### src/rtl/counter_nch.sv
// Multi-channel timer/counter on the MIO_BUS register port.
// Each channel has a prescaler, a reload register, four counting modes, an output bit and a maskable interrupt.
module counter_nch #(
  parameter int unsigned CH = 3,
  parameter int unsigned W  = 32,
  parameter int unsigned PW = 16
) (
  input  logic          clk,
  input  logic          RSTN,
  input  logic          we,
  input  logic [5:0]    addr,
  input  logic [W-1:0]  wdata,
  output logic [W-1:0]  rdata,
  output logic [CH-1:0] ch_out,
  output logic          irq
);

  typedef enum logic [1:0] {
    MODE_ONESHOT  = 2'b00,
    MODE_PERIODIC = 2'b01,
    MODE_SQUARE   = 2'b10,
    MODE_FREERUN  = 2'b11
  } mode_e;

  logic [W-1:0]  load_q  [CH];
  logic [W-1:0]  load_d  [CH];
  logic [W-1:0]  count_q [CH];
  logic [W-1:0]  count_d [CH];
  logic [PW-1:0] presc_q [CH];
  logic [PW-1:0] presc_d [CH];
  logic [PW-1:0] pre_q   [CH];
  logic [PW-1:0] pre_d   [CH];
  logic [3:0]    ctrl_q  [CH];
  logic [3:0]    ctrl_d  [CH];
  logic [CH-1:0] pend_q, pend_d;
  logic [CH-1:0] out_q, out_d;
  logic [CH-1:0] pulse_q, pulse_d;

  logic [3:0]    sel;
  logic [1:0]    rsel;
  logic [CH-1:0] wr_ch, wr0, tick, term, ien;
  mode_e         mode [CH];

  assign sel  = addr[5:2];
  assign rsel = addr[1:0];

  always_comb begin
    for (int unsigned i = 0; i < CH; i++) begin
      wr_ch[i] = we && (sel == 4'(i));
      wr0[i]   = wr_ch[i] && (rsel == 2'd0);
      tick[i]  = ctrl_q[i][0] && (pre_q[i] == presc_q[i]);
      ien[i]   = ctrl_q[i][3];
      mode[i]  = mode_e'(ctrl_q[i][2:1]);
    end
  end

  // pulse_q marks an output that is a one-clock pulse, so it drops on the next edge whatever the mode is by then
  always_comb begin
    pend_d  = pend_q;
    out_d   = out_q & ~pulse_q;
    pulse_d = '0;
    term    = '0;
    for (int unsigned i = 0; i < CH; i++) begin
      load_d[i]  = load_q[i];
      count_d[i] = count_q[i];
      presc_d[i] = presc_q[i];
      pre_d[i]   = pre_q[i];
      ctrl_d[i]  = ctrl_q[i];

      if (wr_ch[i] && (rsel == 2'd3) && wdata[0]) begin
        pend_d[i] = 1'b0;
      end

      if (ctrl_q[i][0]) begin
        pre_d[i] = tick[i] ? '0 : pre_q[i] + 1'b1;
      end

      if (tick[i] && !wr0[i]) begin
        if (mode[i] == MODE_FREERUN) begin
          count_d[i] = count_q[i] + 1'b1;
          term[i]    = (count_q[i] == '1);
        end else if (count_q[i] > W'(1)) begin
          count_d[i] = count_q[i] - 1'b1;
        end else if (count_q[i] == W'(1)) begin
          term[i] = 1'b1;
        end
      end

      if (term[i]) begin
        pend_d[i] = 1'b1;
        case (mode[i])
          MODE_ONESHOT: begin
            count_d[i]   = '0;
            ctrl_d[i][0] = 1'b0;
            out_d[i]     = 1'b1;
          end
          MODE_PERIODIC: begin
            count_d[i] = load_q[i];
            out_d[i]   = 1'b1;
            pulse_d[i] = 1'b1;
          end
          MODE_SQUARE: begin
            count_d[i] = load_q[i];
            out_d[i]   = ~out_d[i];
          end
          default: begin
            out_d[i]   = 1'b1;
            pulse_d[i] = 1'b1;
          end
        endcase
      end

      if (wr_ch[i]) begin
        case (rsel)
          2'd0: begin
            load_d[i]  = wdata;
            count_d[i] = wdata;
            pre_d[i]   = '0;
            out_d[i]   = 1'b0;
            pulse_d[i] = 1'b0;
          end
          2'd1:    ctrl_d[i]  = wdata[3:0];
          2'd2:    presc_d[i] = PW'(wdata);
          default: ;
        endcase
      end
    end
  end

  always_ff @(posedge clk or negedge RSTN) begin
    if (!RSTN) begin
      for (int unsigned i = 0; i < CH; i++) begin
        load_q[i]  <= '0;
        count_q[i] <= '0;
        presc_q[i] <= '0;
        pre_q[i]   <= '0;
        ctrl_q[i]  <= '0;
      end
      pend_q  <= '0;
      out_q   <= '0;
      pulse_q <= '0;
    end else begin
      for (int unsigned i = 0; i < CH; i++) begin
        load_q[i]  <= load_d[i];
        count_q[i] <= count_d[i];
        presc_q[i] <= presc_d[i];
        pre_q[i]   <= pre_d[i];
        ctrl_q[i]  <= ctrl_d[i];
      end
      pend_q  <= pend_d;
      out_q   <= out_d;
      pulse_q <= pulse_d;
    end
  end

  always_comb begin
    rdata = '0;
    for (int unsigned i = 0; i < CH; i++) begin
      if (sel == 4'(i)) begin
        case (rsel)
          2'd0:    rdata = count_q[i];
          2'd1:    rdata = W'(ctrl_q[i]);
          2'd2:    rdata = W'(presc_q[i]);
          default: rdata = W'({pend_q[i], out_q[i]});
        endcase
      end
    end
  end

  assign ch_out = out_q;
  assign irq    = |(pend_q & ien);

endmodule

### config.mk
export PLATFORM = sky130hd
export DESIGN_NAME = counter_nch
export DESIGN_NICKNAME = d
export VERILOG_FILES = /design/src/rtl/counter_nch.sv
export SDC_FILE = /design/constraint.sdc
export NUM_CORES = 1
export LEC_CHECK = 0
export CAP_MARGIN = 10
export CORE_ASPECT_RATIO = 1.25
export CORE_MARGIN = 1
export CORE_UTILIZATION = 40
export DETAILED_ROUTE_END_ITERATION = 8
export PLACE_DENSITY = 0.63
export RECOVER_POWER = 100
export REMOVE_ABC_BUFFERS = 1
export SYNTH_ARGS = -nofsm -noshare
export SYNTH_HDL_FRONTEND = slang
export SYNTH_SLANG_ARGS = --single-unit
### constraint.sdc
create_clock -name clk -period 7.5 [get_ports clk]
set_input_delay 1.5 -clock clk [delete_from_list [all_inputs] [get_ports clk]]
set_output_delay 1.5 -clock clk [all_outputs]
set_load 0.01 [all_outputs]
==> results.py, run 1 <==
metrics = {
    "grt": {
        "grt_pass1_wl_um": 104300,
        "grt_usage_pct": 28.72,
        "grt_max_degree": 137,
        "grt_pass1_vias": 16880,
        "antenna_found_initial": 1,
        "overflow": 0,
    },
    "setup_path": {
        "critical_path_arrival_ps": 5050,
        "path_cells": "buf_2 -> clkbuf_1 -> o21ai_0 -> a31o_2 -> dlygate4sd3_1",
        "crit_fanout": 34,
        "path_class": "primary input to primary output",
        "cp_slowest_stage_delay_ps": 1520,
        "cp_slowest_cell": "clkbuf_1",
        "end_kind": "primary output",
        "critical_path.startpoint_type": "primary input",
        "required_ps": 6000,
    },
    "cts": {
        "ctsHoldBuffers": 0,
        "cts_tree": "done",
        "clockRootBuffer": "clkbuf_16",
        "cts_resized": 0,
        "clock_sinks": 309,
        "cts-htree-levels": 2,
        "postCtsSetupRepairBufs": 0,
        "clk_pin_slew_ps": 60,
        "clockBufferDepth": 3,
        "clk_latency_ps": 540,
        "cts_buffers": 35,
    },
    "status": {
        "status": "finished, violations left",
        "violations": "capacitance limit, slew limit",
    },
    "pwr": {
        "p_leak_uw": 0.008657,
        "combPwrFrac_pct": 21.9,
        "p_sw_uw": 1934,
        "seqPwrFrac_pct": 45.0,
        "power_density_nw_per_um2": 257.8,
        "p_total_uw": 5416,
        "switching_share_pct": 35.71,
        "p_int_uw": 3482,
        "ir_drop_v": 0.0001973,
        "clkPwrFrac_pct": 33.1,
    },
    "synth": {
        "synth-edff-count": 0,
        "yosysSeqAreaShare_pct": 41.22,
        "yosysWarnings": 0,
        "synth_area_um2": 18760,
        "synth_cell_types": 78,
        "async_flop_share_pct": 100.0,
        "synth_area_leaders": "dfrtp_1, nand2_1, xnor2_1",
        "avgSynthCellArea_um2": 8.485,
        "synth_top_area_cell": "dfrtp_1",
        "ys.flop_type": "dfrtp_1",
        "netlist.area_leader.share_pct": 41.22,
        "synthCells": 2211,
        "ys_seq_elements": 309,
    },
    "floorplan": {
        "fp.coreArea_um2": 46240,
        "pin_count": 77,
        "die_y_um": 244.1,
        "start_util_pct": 40.57,
        "rows": 88,
        "die_w_um": 195.7,
        "dieArea_um2": 47770,
    },
    "sta": {
        "clock_skew_ps": 16.51,
        "min_period_ps": 6549,
        "hold_viol": 0,
        "report.final.slew_viol_count": 382,
        "grt_setup_unrepaired": "no",
        "worstMarginPinSlew_ps": 3864,
        "setup_viol": 0,
        "fin_crit_sh_pct": 87.32,
        "fmax_mhz": 152.7,
        "tns_ps": 0,
        "max_slew_margin_pct": -157.6,
    },
    "cells_and_area": {
        "drive_above_1_share_pct": 7.172,
        "syn2layout_area_growth_pct": 11.99,
        "final_cells": 2816,
        "diodes": 0,
        "nFillCells": 4527,
        "layout.nets": 2267,
        "fin_util_pct": 45.43,
    },
    "drt": {
        "drtAntennaViolNets": 0,
        "drt_wl_total_um": 68490,
        "drt-vias-per-instance": 6.083,
        "dr.pass1.iters": 7,
        "num_vias": 17130,
        "drc": 0,
        "routedWlPerCell_um": 24.32,
        "drtIter0Drc": 1671,
    },
    "placed_design": {
        "place_congestion": 0.9540,
        "place_inst": 2753,
        "post-dp-hpwl_um": 49960,
        "port_buffers": 76,
    },
    "job": {
        "drv_cap": 7,
    },
    "hold_path": {
        "hp-class": "flip-flop to flip-flop",
    },
}
==> cell usage after synthesis (6+ instances only) <==
master    number
nand2_1      467
dfrtp_1      309
nor2_1       215
xnor2_1      123
clkbuf_1     115
nor3_1        83
a21oi_1       79
nand3_1       63
nand4_1       61
mux2_2        56
mux2i_1       48
a31oi_1       47
xor2_1        46
o21ai_0       45
o211ai_1      44
nor4_1        43
inv_1         33
and3_1        30
ha_1          21
or3_1         20
a222oi_1      18
o31ai_1       16
or4_1         16
buf_1         14
a21boi_0      12
buf_2         12
o22a_1        12
nand2b_1      11
o22ai_1       11
and4_1        10
nor2b_1        9
a32oi_1        8
and2_1         8
or2_2          7
a211oi_1       6
a221o_1        6
==> routing by layer <==
metal  global-route usage, %  share of wire (%)
met3                   3.200                5.4
met4                   13.42                4.7
met5                       0                  0
met2                   50.12                 50
met1                   35.44                 40
==> critical path, delay by kind of cell <==
family | cells | cell delay, ps
buffers and inverters | 3 | 2670
AOI/OAI and AO/OA | 2 | 850
==> power by group through the flow <==
stage / Clock (uW) / Sequential (uW) / Combinational [uW]
after global placement: 0 / 2440 / 1150
after global routing: 1890 / 2470 / 1300
after CTS: 1820 / 2420 / 1170
after floorplan: 0 / 2250 / 806
after detailed placement: 0 / 2440 / 1170
final: 1790 / 2440 / 1180
==> cells by family (layout without fill, tap and decap cells) <==
family	count (synthesis)	in the layout	synth area share, %
buffers and inverters	183	203	3.975
AND/OR/NAND/NOR	1069	1069	26.22
multiplexers	108	108	6.403
XOR/XNOR	169	169	7.890
adder cells (fa/ha/maj)	21	21	1.401
AO/OA/AOI/OAI	352	352	12.89
flip-flops	309	309	41.22
==> registers in the layout (all words and copies together) (netlist names) <==
signal,flops
ctrl_q,12
pre_q,48
presc_q,48
pend_q,3
ch_out,3
pulse_q,3
count_q,96
load_q,96
==> final cells by class <==
class / instances / area (um^2) / share of cell area (%)
clock inverter: 17 / 215.2 / 1.024
inverter: 35 / 131.4 / 0.6254
tap: 585 / 732.0 / 3.484
sequential: 309 / 7732 / 36.81
clock buffer: 46 / 968.4 / 4.610
timing repair buffer: 105 / 919.6 / 4.378
multi-input combinational: 1719 / 10310 / 49.07
==> through the flow <==
step / hold slack, ps / instance area (um^2) / setup slack (ps)
after CTS: 474.1 / 21090 / 1725
after floorplan: 438.4 / 18140 / 1047
after detailed placement: 458.7 / 19910 / 1729
final: 469.0 / 21010 / 951.4
after global routing: 491.9 / 21010 / 772.5
after global placement: 451.4 / 19910 / 1767
==> cells in the final DEF (no fill, tap or decap), types with 16 or more instances in the layout <==
cell type        synthesis  layout
nand2_1                467     466
dfrtp_1                309     309
nor2_1                 215     215
xnor2_1                123     123
nor3_1                  83      83
a21oi_1                 79      79
nand3_1                 63      63
nand4_1                 61      61
mux2_2                  56      56
mux2i_1                 48      48
a31oi_1                 47      47
o21ai_0                 45      46
xor2_1                  46      46
o211ai_1                44      44
nor4_1                  43      41
clkdlybuf4s50_1          0      38
clkbuf_16                0      36
dlygate4sd3_1            0      36
inv_1                   33      33
and3_1                  30      30
clkbuf_1               115      22
ha_1                    21      21
or3_1                   20      20
a222oi_1                18      18
o31ai_1                 16      16
or4_1                   16      16
==> final timing paths <==
check                          start  slack, ps          end  depth (start not counted)
max                          addr[1]        950     rdata[8]                          5
min                        load_q[0]        470    load_q[0]                          2
max reg2reg                ctrl_q[6]       2980  count_q[58]                         10
min reg2reg                load_q[0]        470    load_q[0]                          2
max in group asynchronous       RSTN       2400     pre_q[5]                          2
min in group asynchronous       RSTN        950    pre_q[38]                          1
Note: power is estimated with default switching activity, not from simulation.
==> run 2, diff against run 1 <==
- CTS_CLUSTER_SIZE: default -> 20
==> results of run 2 <==
No change in the layout: final DEF, timing and power equal those of run 1.
